## src/rtl/cc_cfg_pkg.sv

```systemverilog
// rtl/cc_cfg_pkg.sv - address map, constants and FSM type for the cache controller CFG slave
package cc_cfg_pkg;

    localparam logic [11:0] ADDR_VERSION  = 12'h000;
    localparam logic [11:0] ADDR_CTRL     = 12'h004;
    localparam logic [11:0] ADDR_STATUS   = 12'h008;
    localparam logic [11:0] ADDR_INT_STAT = 12'h00C;
    localparam logic [11:0] ADDR_INT_MASK = 12'h010;
    localparam logic [11:0] ADDR_CNT_BASE = 12'h100;

    localparam logic [15:0] VERSION_MAJOR = 16'h0002;

    localparam int CTRL_CACHE_EN_BIT = 0;
    localparam int CTRL_FLUSH_BIT    = 1;
    localparam int STATUS_BUSY_BIT   = 0;
    localparam int INT_W             = 4;
    localparam int MAX_CH            = 8;

    typedef enum logic {
        IDLE   = 1'b0,
        ACCESS = 1'b1
    } fsm_t;

endpackage

```

## src/rtl/cc_cfg_sat_cnt.sv

```systemverilog
// rtl/cc_cfg_sat_cnt.sv - saturating event counter with synchronous clear
module cc_cfg_sat_cnt #(
    parameter int CNT_W = 32
) (
    input  logic             clk,
    input  logic             rst_n,
    input  logic             inc_i,
    input  logic             clr_i,
    output logic [CNT_W-1:0] q_o
);

    logic [CNT_W-1:0] q_q;
    logic [CNT_W-1:0] q_d;

    // Clear wins over a coincident increment.
    always_comb begin
        q_d = q_q;
        if (clr_i) begin
            q_d = '0;
        end else if (inc_i && (q_q != {CNT_W{1'b1}})) begin
            q_d = q_q + 1'b1;
        end
    end

    always_ff @(posedge clk) begin
        if (!rst_n) begin
            q_q <= '0;
        end else begin
            q_q <= q_d;
        end
    end

    assign q_o = q_q;

endmodule

```

## src/rtl/cc_cfg_regs.sv

```systemverilog
// rtl/cc_cfg_regs.sv - APB3 CFG register file; CC_CFG_PERF_EN builds the HIT/MISS counters
module cc_cfg_regs
    import cc_cfg_pkg::*;
#(
    parameter int NUM_CH      = 1,
    parameter int CNT_W       = 32,
    parameter int WAIT_CYCLES = 0
) (
    input  logic              clk,
    input  logic              rst_n,
    input  logic              psel_i,
    input  logic              penable_i,
    input  logic [11:0]       paddr_i,
    input  logic              pwrite_i,
    input  logic [31:0]       pwdata_i,
    output logic              pready_o,
    output logic [31:0]       prdata_o,
    output logic              pslverr_o,
    output logic              cache_en_o,
    output logic              flush_o,
    input  logic              busy_i,
    input  logic [3:0]        evt_i,
    input  logic [NUM_CH-1:0] hit_i,
    input  logic [NUM_CH-1:0] miss_i,
    output logic              irq_o
);

    fsm_t        state_q, state_d;
    logic [3:0]  wcnt_q, wcnt_d;
    logic [11:0] addr_q, addr_d;
    logic        write_q, write_d;
    logic [31:0] wdata_q, wdata_d;

    logic             cache_en_q, cache_en_d;
    logic             flush_q, flush_d;
    logic [INT_W-1:0] int_stat_q, int_stat_d;
    logic [INT_W-1:0] int_mask_q, int_mask_d;
    logic             irq_q;

    logic at_wait, xfer_done, wr_ok, err;
    logic is_version, is_ctrl, is_status, is_istat, is_imask, is_cnt, mapped;
    logic [31:0] rdata_mux, cnt_rdata;

    assign at_wait   = (wcnt_q == 4'(WAIT_CYCLES));
    assign pready_o  = (state_q == ACCESS) && psel_i && penable_i && at_wait;
    assign xfer_done = pready_o;

    always_comb begin
        state_d = state_q;
        wcnt_d  = wcnt_q;
        addr_d  = addr_q;
        write_d = write_q;
        wdata_d = wdata_q;
        case (state_q)
            IDLE: begin
                if (psel_i && !penable_i) begin
                    state_d = ACCESS;
                    addr_d  = paddr_i;
                    write_d = pwrite_i;
                    wdata_d = pwdata_i;
                    wcnt_d  = '0;
                end
            end
            ACCESS: begin
                if (!psel_i || xfer_done) begin
                    state_d = IDLE;
                end else if (!at_wait) begin
                    wcnt_d = wcnt_q + 4'd1;
                end
            end
            default: state_d = IDLE;
        endcase
    end

    assign is_version = (addr_q[11:2] == ADDR_VERSION[11:2]);
    assign is_ctrl    = (addr_q[11:2] == ADDR_CTRL[11:2]);
    assign is_status  = (addr_q[11:2] == ADDR_STATUS[11:2]);
    assign is_istat   = (addr_q[11:2] == ADDR_INT_STAT[11:2]);
    assign is_imask   = (addr_q[11:2] == ADDR_INT_MASK[11:2]);
    assign mapped     = is_version | is_ctrl | is_status | is_istat | is_imask | is_cnt;
    assign err        = (addr_q[1:0] != 2'b00) | !mapped | (write_q & (is_version | is_status));
    assign wr_ok      = xfer_done & write_q & !err;

`ifdef CC_CFG_PERF_EN
    logic [2:0]  cnt_idx;
    logic        cnt_miss;
    logic [31:0] hit_v  [MAX_CH];
    logic [31:0] miss_v [MAX_CH];

    // Counter window: 0x100 + 8*ch, HIT at +0 and MISS at +4.
    assign cnt_idx  = addr_q[5:3];
    assign cnt_miss = addr_q[2];
    assign is_cnt   = (addr_q[11:8] == ADDR_CNT_BASE[11:8]) && (addr_q[7:6] == 2'b00)
                      && (int'(cnt_idx) < NUM_CH);

    for (genvar i = 0; i < MAX_CH; i++) begin : g_ch
        if (i < NUM_CH) begin : g_on
            logic [CNT_W-1:0] hit_cnt, miss_cnt;
            cc_cfg_sat_cnt #(.CNT_W(CNT_W)) u_hit (
                .clk   (clk),
                .rst_n (rst_n),
                .inc_i (hit_i[i]),
                .clr_i (wr_ok && is_cnt && (cnt_idx == 3'(i)) && !cnt_miss),
                .q_o   (hit_cnt)
            );
            cc_cfg_sat_cnt #(.CNT_W(CNT_W)) u_miss (
                .clk   (clk),
                .rst_n (rst_n),
                .inc_i (miss_i[i]),
                .clr_i (wr_ok && is_cnt && (cnt_idx == 3'(i)) && cnt_miss),
                .q_o   (miss_cnt)
            );
            assign hit_v[i]  = 32'(hit_cnt);
            assign miss_v[i] = 32'(miss_cnt);
        end else begin : g_off
            assign hit_v[i]  = '0;
            assign miss_v[i] = '0;
        end
    end

    assign cnt_rdata = cnt_miss ? miss_v[cnt_idx] : hit_v[cnt_idx];

    logic unused_w;
    assign unused_w = ^wdata_q[31:INT_W];
`else
    assign is_cnt    = 1'b0;
    assign cnt_rdata = '0;

    logic unused_w;
    assign unused_w = ^{wdata_q[31:INT_W], hit_i, miss_i};
`endif

    always_comb begin
        rdata_mux = '0;
        if (is_version) rdata_mux = {VERSION_MAJOR, 8'(NUM_CH), 8'(CNT_W)};
        if (is_ctrl)    rdata_mux[CTRL_CACHE_EN_BIT] = cache_en_q;
        if (is_status)  rdata_mux[STATUS_BUSY_BIT] = busy_i;
        if (is_istat)   rdata_mux[INT_W-1:0] = int_stat_q;
        if (is_imask)   rdata_mux[INT_W-1:0] = int_mask_q;
        if (is_cnt)     rdata_mux = cnt_rdata;
    end

    assign prdata_o  = (xfer_done && !write_q && !err) ? rdata_mux : 32'h0;
    assign pslverr_o = xfer_done & err;

    // New events take priority over a same-cycle W1C of the same bit.
    always_comb begin
        cache_en_d = cache_en_q;
        int_mask_d = int_mask_q;
        int_stat_d = int_stat_q;
        flush_d    = wr_ok && is_ctrl && wdata_q[CTRL_FLUSH_BIT];
        if (wr_ok && is_ctrl)  cache_en_d = wdata_q[CTRL_CACHE_EN_BIT];
        if (wr_ok && is_imask) int_mask_d = wdata_q[INT_W-1:0];
        if (wr_ok && is_istat) int_stat_d = int_stat_q & ~wdata_q[INT_W-1:0];
        int_stat_d = int_stat_d | evt_i;
    end

    always_ff @(posedge clk) begin
        if (!rst_n) begin
            state_q    <= IDLE;
            wcnt_q     <= '0;
            addr_q     <= '0;
            write_q    <= 1'b0;
            wdata_q    <= '0;
            cache_en_q <= 1'b0;
            flush_q    <= 1'b0;
            int_stat_q <= '0;
            int_mask_q <= '0;
            irq_q      <= 1'b0;
        end else begin
            state_q    <= state_d;
            wcnt_q     <= wcnt_d;
            addr_q     <= addr_d;
            write_q    <= write_d;
            wdata_q    <= wdata_d;
            cache_en_q <= cache_en_d;
            flush_q    <= flush_d;
            int_stat_q <= int_stat_d;
            int_mask_q <= int_mask_d;
            irq_q      <= |(int_stat_q & int_mask_q);
        end
    end

    assign cache_en_o = cache_en_q;
    assign flush_o    = flush_q;
    assign irq_o      = irq_q;

endmodule

```

## config.mk

```make
export PLATFORM = sky130hd
export DESIGN_NAME = cc_cfg_regs
export DESIGN_NICKNAME = d
export VERILOG_FILES = /design/src/rtl/cc_cfg_pkg.sv /design/src/rtl/cc_cfg_sat_cnt.sv /design/src/rtl/cc_cfg_regs.sv
export SDC_FILE = /design/constraint.sdc
export NUM_CORES = 1
export LEC_CHECK = 0
export ABC_CLOCK_PERIOD_IN_PS = 2800
export CORE_MARGIN = 4
export CORE_UTILIZATION = 30
export CTS_CLUSTER_DIAMETER = 80
export DETAILED_ROUTE_END_ITERATION = 6
export GPL_ROUTABILITY_DRIVEN = 1
export GPL_TIMING_DRIVEN = 0
export SLEW_MARGIN = 30
export SYNTH_ARGS = -nofsm -noshare
export SYNTH_HDL_FRONTEND = slang
export SYNTH_SLANG_ARGS = --single-unit
```

## constraint.sdc

```tcl
create_clock -name clk -period 2.8 [get_ports clk]
set_input_delay 0.7 -clock clk [delete_from_list [all_inputs] [get_ports clk]]
set_output_delay 0.7 -clock clk [all_outputs]
set_load 0.01 [all_outputs]
```

==> reports/results.txt, run 1 <==
status: complete, no violations
final net count: 360
Crit Path Class: input port to primary output
Post-Layout Cell Count: 375
min Tclk post-route: 2.721 ns
top cells by area, synth: dfxtp_1 37%, buf_4 11%, nand2_1 9.7%
Final Setup Violations: 0
final antenna-violating net count: 0
input/output buffers: 35
Num CTS Buffers: 5
leakage: 1.028 nW
max cap viols: 0
most common library cells after synthesis: 46 x nand2_1, 33 x dfxtp_1, 27 x buf_4
GP Congestion: 0.8877
clk_lat worst skew: 0.29 ns
achievable frequency: 367.5 MHz
Layout area overhead: 37.61%
total power per unit cell area: 420.2 mW/mm²
DR WL/cell: 11.43 µm
r2r endpoint: int_stat_q[0]$_SDFF_PN0_
WL final: 4286 µm
Yosys top cell area share: 0.3718
First-pass DRT Iterations: 4
Mean Syn Cell Area: 7.827 µm²
Max Slew Vio Count: 0
Syn Inst Count: 227
I/O Pins: 93
post-synthesis async set-or-reset flop share: 0
TritonCTS clock tree: done
clock sinks: 33
most numerous cell in the Yosys netlist: nand2_1
DP HPWL: 3318 µm
hold depth: 2
Tcrit/Tclk final: 0.9718
Hold EP: addr_q[0]$_SDFFE_PN0P_
Die Wd: 84.96 µm
first-pass GRT wire length: 7044 µm
number of enable flip-flop cells after synthesis: 0
via/cell ratio: 4.413
Reg clk slew, reported paths: 0.07 ns
Total Routing Usage GR: 0.1192
Placeable Area: 0.005608 mm²
CTS H-tree lvls: 2
Multi-input gate area: 937.1 µm²
critical path data arrival time: 2.02 ns
sequential share of the synthesized area: 0.3718
worst reg2reg setup slack: 1.10 ns
Final WS setup: 0.07905 ns
Die Span Y: 84.96 µm
worst-path maximum fanout: 9
Util after Layout: 0.4360
startpoint types: input port
Clock Skews: 0.007986 ns
placed cells: 358
die area: 0.007217 mm²
grt total ovfl: 0
TNS Setup: 0 ns
CTS max path bufs: 2
Synth cell types: 36
Synth Cell Area: 0.001777 mm²
area leader, netlist: dfxtp_1
vias in the first global route: 1566
maximum vdd drop: 0.0002019 V
Final Hold Fails: 0
top_reg_cell synth: dfxtp_1
layout cell share with drive strength beyond 1: 0.2442
starting density of the core: 0.3168
largest net degree at the start of global routing: 11
hold_sp: addr_q[0]$_SDFFE_PN0P_
initial DRC count: 116
#FFs+latches synth: 33
CTS root buffer: clkbuf_8
Worst R2R Start: wcnt_q[1]$_SDFFE_PN0P_
Row Count: 27
CP Capture Type: primary output
antenna fix cells: 0
worst reg2reg path depth: 8
WP data required: 2.10 ns
DRC: 0
FF+latch area: 663.1 µm²
Hold Crit Class: flip-flop to flip-flop
YS warnings: 0
Filler cells: 632
routed vias: 1655
initial antenna violation count: 0
Setup WS pre-CTS: -0.7563 ns
## layout make-up
| cell class | instances | share of cell area |
|---|---|---|
| Timing Repair Buffer | 44 | 0.1571 |
| Buffer | 39 | 0.1049 |
| Multi-Input combinational cell | 170 | 0.3833 |
| Inverter | 9 | 0.01382 |
| Tap cell | 72 | 0.03685 |
| Sequential cell | 33 | 0.2712 |
| Clock buffer | 8 | 0.03275 |
## logic make-up after synthesis
| family | after synthesis | synth area share |
|---|---|---|
| AND/OR/NAND/NOR | 94 | 0.2838 |
| buffers and inverters | 48 | 0.1634 |
| AO/OA/AOI/OAI | 44 | 0.1380 |
| flip-flops | 33 | 0.3718 |
| multiplexers | 3 | 0.01690 |
| adder cells (fa/ha/maj) | 2 | 0.01408 |
| XOR/XNOR | 2 | 0.009861 |
| other | 1 | 0.002111 |
## worst max-delay path by stage
stage	startpoint	endpoint	slack, ns	depth (start not counted)
finish	psel_i	prdata_o[8]	0.08	8
global placement	penable_i	prdata_o[17]	-0.72	7
detailed placement	penable_i	prdata_o[17]	-0.76	7
global route	wcnt_q[1]$_SDFFE_PN0P_	prdata_o[8]	-0.003	9
CTS	wcnt_q[0]$_SDFFE_PN0P_	prdata_o[8]	-0.09	9
floorplan	psel_i	prdata_o[17]	0.21	6
## state kept, by name (all words and copies together), names as in the netlist, 4 cells and up
signal / flops
int_stat_q: 4
wcnt_q: 4
wdata_q: 4
addr_q: 12
int_mask_q: 4
## cells in the final DEF (no fill, tap or decap), types with 2 or more instances in the layout
cell type,Yosys,layout
a31oi_1,4,4
buf_2,7,9
clkdlybuf4s50_1,0,27
nand3_1,7,7
o21ai_0,9,9
conb_1,1,25
nand2_1,46,45
clkbuf_1,5,8
a22oi_1,2,2
nor2_1,8,8
a21oi_2,4,4
mux2i_1,3,3
inv_1,9,8
xor2_1,2,2
dfxtp_1,33,31
a21oi_1,24,24
nand4_1,12,12
dfxtp_2,0,2
clkbuf_2,0,4
and3_1,4,3
clkbuf_8,0,5
nor3b_1,2,2
buf_4,27,37
## metrics by stage
| step | area (µm²) | total power [mW] | hold WS [ns] |
|---|---|---|---|
| 2_1_floorplan | 1867 | 0.6242 | 0.4363 |
| 3_3_place_gp | 2307 | 0.6832 | 0.4462 |
| 3_5_place_dp | 2307 | 0.6843 | 0.4566 |
| 4_1_cts | 2431 | 1.032 | 0.4665 |
| 5_1_grt | 2445 | 1.078 | 0.4875 |
| 6_report | 2445 | 1.027 | 0.4599 |
## power by group
group	switching [mW]	leakage, nW	total [mW]	internal (mW)
registers	0.0137	0.270	0.500	0.486
logic	0.0923	0.718	0.183	0.0911
clock network	0.168	0.0395	0.344	0.176
## metal layers
| metal | vias to the layer above | GRT usage | wire length [µm] |
|---|---|---|---|
| li1 | 868 | - | - |
| met1 | 725 | 0.1511 | 1991 |
| met2 | 56 | 0.1822 | 1894 |
| met3 | 6 | 0.04272 | 334 |
| met4 | 0 | 0.05036 | 65 |
| met5 | - | 0 | 0 |
## worst max-delay path: stages
cell	delay (ns)
buf_2	0.17
and3_4	0.23
nand2_2	0.05
or3_4	0.40
buf_4	0.16
nor2_4	0.09
buf_4	0.11
clkbuf_2	0.11
## timing repair
item / 4_1_cts / 5_1_grt
hold buffers: 0 / 0
pin swaps: 2 / 3
buffers inserted: 4 / 5
endpoints found under the setup margin: 9 / 6
gates resized for setup: 18 / 13
No activity file was read; power rests on OpenSTA's default activity.
==> inputs of run 2 (changes only) <==
--- a/config.mk
+++ b/config.mk
@@ -12,6 +12,7 @@
 export DETAILED_ROUTE_END_ITERATION = 6
 export GPL_ROUTABILITY_DRIVEN = 1
 export GPL_TIMING_DRIVEN = 0
+export SKIP_LAST_GASP = 1
 export SLEW_MARGIN = 30
 export SYNTH_ARGS = -nofsm -noshare
 export SYNTH_HDL_FRONTEND = slang
==> run 2 against run 1 <==
Non-clock buffer count did not move; setup slack got worse by 0.0031 ns; wire length did not move; highest routed layer unchanged; clock power barely moved; sequential power barely moved; register-to-register slack barely moved; largest cell class unchanged.
==> reports/results.txt, run 2 (synthesized netlist as in run 1, its figures left out) <==
worst reg2reg setup slack: 1.10 ns (about the same)
hold_buf cts: 0 (unchanged)
layout cell share with drive strength beyond 1: 0.2442 (unchanged)
critical path data arrival time: 2.02 ns (about the same)
Most flops, register: addr_q (unchanged)
total power per unit cell area: 420.6 mW/mm² (was 420.2 mW/mm²)
die area: 0.007217 mm² (unchanged)
initial DRC count: 116 (unchanged)
clock sinks: 33 (unchanged)
CP Capture Point: prdata_o[17] (was prdata_o[8])
most common cell after layout, fill and taps aside: nand2_1 (unchanged)
Num CTS Buffers: 5 (unchanged)
Max Slew Vio Count: 0 (unchanged)
status: complete, no violations (unchanged)
max cap viols: 0 (unchanged)
critical path startpoint: psel_i (unchanged)
achievable frequency: 367.1 MHz (was 367.5 MHz)
r2r endpoint: int_stat_q[0]$_SDFF_PN0_ (unchanged)
DRC: 0 (unchanged)
placed cells: 358 (unchanged)
initial antenna violation count: 0 (unchanged)
min Tclk post-route: 2.724 ns (was 2.721 ns)
Tcrit/Tclk final: 0.9729 (was 0.9718)
clk_lat worst skew: 0.29 ns (about the same)
Layout area overhead: 37.46% (was 37.61%)
antenna fix cells: 0 (unchanged)
Total Routing Usage GR: 0.1192 (unchanged)
Die Wd: 84.96 µm (unchanged)
Crit Path Class: input port to primary output (unchanged)
WHS: 0.4599 ns (unchanged)
Final Setup Violations: 0 (unchanged)
WP data required: 2.10 ns (about the same)
vias in the first global route: 1566 (unchanged)
I/O Pins: 93 (unchanged)
FF+latch area: 663.1 µm² (unchanged)
input/output buffers: 35 (unchanged)
Placeable Area: 0.005608 mm² (unchanged)
startpoint types: input port (unchanged)
final net count: 360 (unchanged)
maximum vdd drop: 0.0002019 V (unchanged)
First-pass DRT Iterations: 4 (unchanged)
Post-Layout Cell Count: 375 (unchanged)
grt total ovfl: 0 (unchanged)
CTS root buffer: clkbuf_8 (unchanged)
Die Span Y: 84.96 µm (unchanged)
Power Total: 1.027 mW (about the same)
leakage: 1.027 nW (was 1.028 nW)
Row Count: 27 (unchanged)
DR WL/cell: 11.43 µm (unchanged)
most frequent cells in the layout: 45 x nand2_1, 36 x buf_4, 31 x dfxtp_1 (was 45 x nand2_1, 37 x buf_4, 31 x dfxtp_1)
CTS H-tree lvls: 2 (unchanged)
WL final: 4286 µm (unchanged)
max reg flops: 12 (unchanged)
Worst R2R Start: wcnt_q[1]$_SDFFE_PN0P_ (unchanged)
unrepaired setup endpoints after global routing: yes
Multi-input gate area: 937.1 µm² (unchanged)
Filler cells: 631 (was 632)
Hold Crit Class: flip-flop to flip-flop (unchanged)
worst reg2reg path depth: 8 (unchanged)
Final Hold Fails: 0 (unchanged)
starting density of the core: 0.3168 (unchanged)
TNS Setup: 0 ns (unchanged)
first-pass GRT wire length: 7044 µm (unchanged)
TritonCTS clock tree: done (unchanged)
DP HPWL: 3318 µm (unchanged)
Reg clk slew, reported paths: 0.07 ns (about the same)
via/cell ratio: 4.413 (unchanged)
CTS max path bufs: 2 (unchanged)
routed vias: 1655 (unchanged)
largest net degree at the start of global routing: 11 (unchanged)
worst-path maximum fanout: 9 (unchanged)
final antenna-violating net count: 0 (unchanged)
CP Capture Type: primary output (unchanged)
GP Congestion: 0.8877 (unchanged)
Clock Skews: 0.007986 ns (unchanged)
-- run 2: changes by cell type in the layout (fill, tap and decap cells not counted) --
cell,before,now
buf_4,37,36
clkbuf_2,4,5
-- run 2: how the worst min path moves through the flow --
stage | start | end | slack, ns | cells after the start
6_report | addr_q[0]$_SDFFE_PN0P_ | addr_q[0]$_SDFFE_PN0P_ | 0.46 | 2
5_1_grt | wcnt_q[1]$_SDFFE_PN0P_ | wcnt_q[1]$_SDFFE_PN0P_ | 0.49 | 2
4_1_cts | addr_q[0]$_SDFFE_PN0P_ | addr_q[0]$_SDFFE_PN0P_ | 0.47 | 2
3_5_place_dp | addr_q[0]$_SDFFE_PN0P_ | addr_q[0]$_SDFFE_PN0P_ | 0.46 | 2
3_3_place_gp | addr_q[0]$_SDFFE_PN0P_ | addr_q[0]$_SDFFE_PN0P_ | 0.45 | 2
2_1_floorplan | addr_q[1]$_SDFFE_PN0P_ | addr_q[1]$_SDFFE_PN0P_ | 0.44 | 2
-- run 2: routing by layer --
metal | vias to the layer above | global-route usage | wire length (µm)
met5 | - | 0 | 0
met4 | 0 | 0.05036 | 65
met3 | 6 | 0.04272 | 334
met2 | 56 | 0.1822 | 1893
met1 | 725 | 0.1511 | 1991
li1 | 868 | - | -
-- run 2: where the power goes --
| part | internal [mW] | switching, mW | total, mW |
|---|---|---|---|
| combinational | 0.0911 | 0.0923 | 0.183 |
| sequential | 0.486 | 0.0137 | 0.500 |
| clock | 0.176 | 0.168 | 0.344 |
-- run 2: critical path: stages --
cell and delay (ns):
buf_2 0.17, and3_4 0.23, nand2_2 0.05, or3_4 0.40, buf_4 0.16, nor2_4 0.09, buf_4 0.11, clkbuf_2 0.12
-- run 2: per-stage QoR --
step	util	cell area, µm²	setup slack [ns]
after CTS	0.4337	2432	-0.1294
final	0.4355	2442	0.07597
after global placement	0.4114	2307	-0.7205
after global routing	0.4355	2442	-0.009756
after floorplan	-	1867	0.2081
after detailed placement	0.4114	2307	-0.7563
-- run 2: area by class of cell --
class / count / area share
multi-input cells: 170 / 0.3837
flip-flops and latches: 33 / 0.2715
repair buffers: 44 / 0.1563
plain buffers: 39 / 0.1050
well taps: 72 / 0.03689
clock buffers: 8 / 0.03279
inverters: 9 / 0.01383
-- run 2: timing repair --
action                     4_1_cts  5_1_grt
gates resized for setup         17       15
buffers inserted                 4        5
setup endpoints to repair        9        6
pin swaps                        2        3
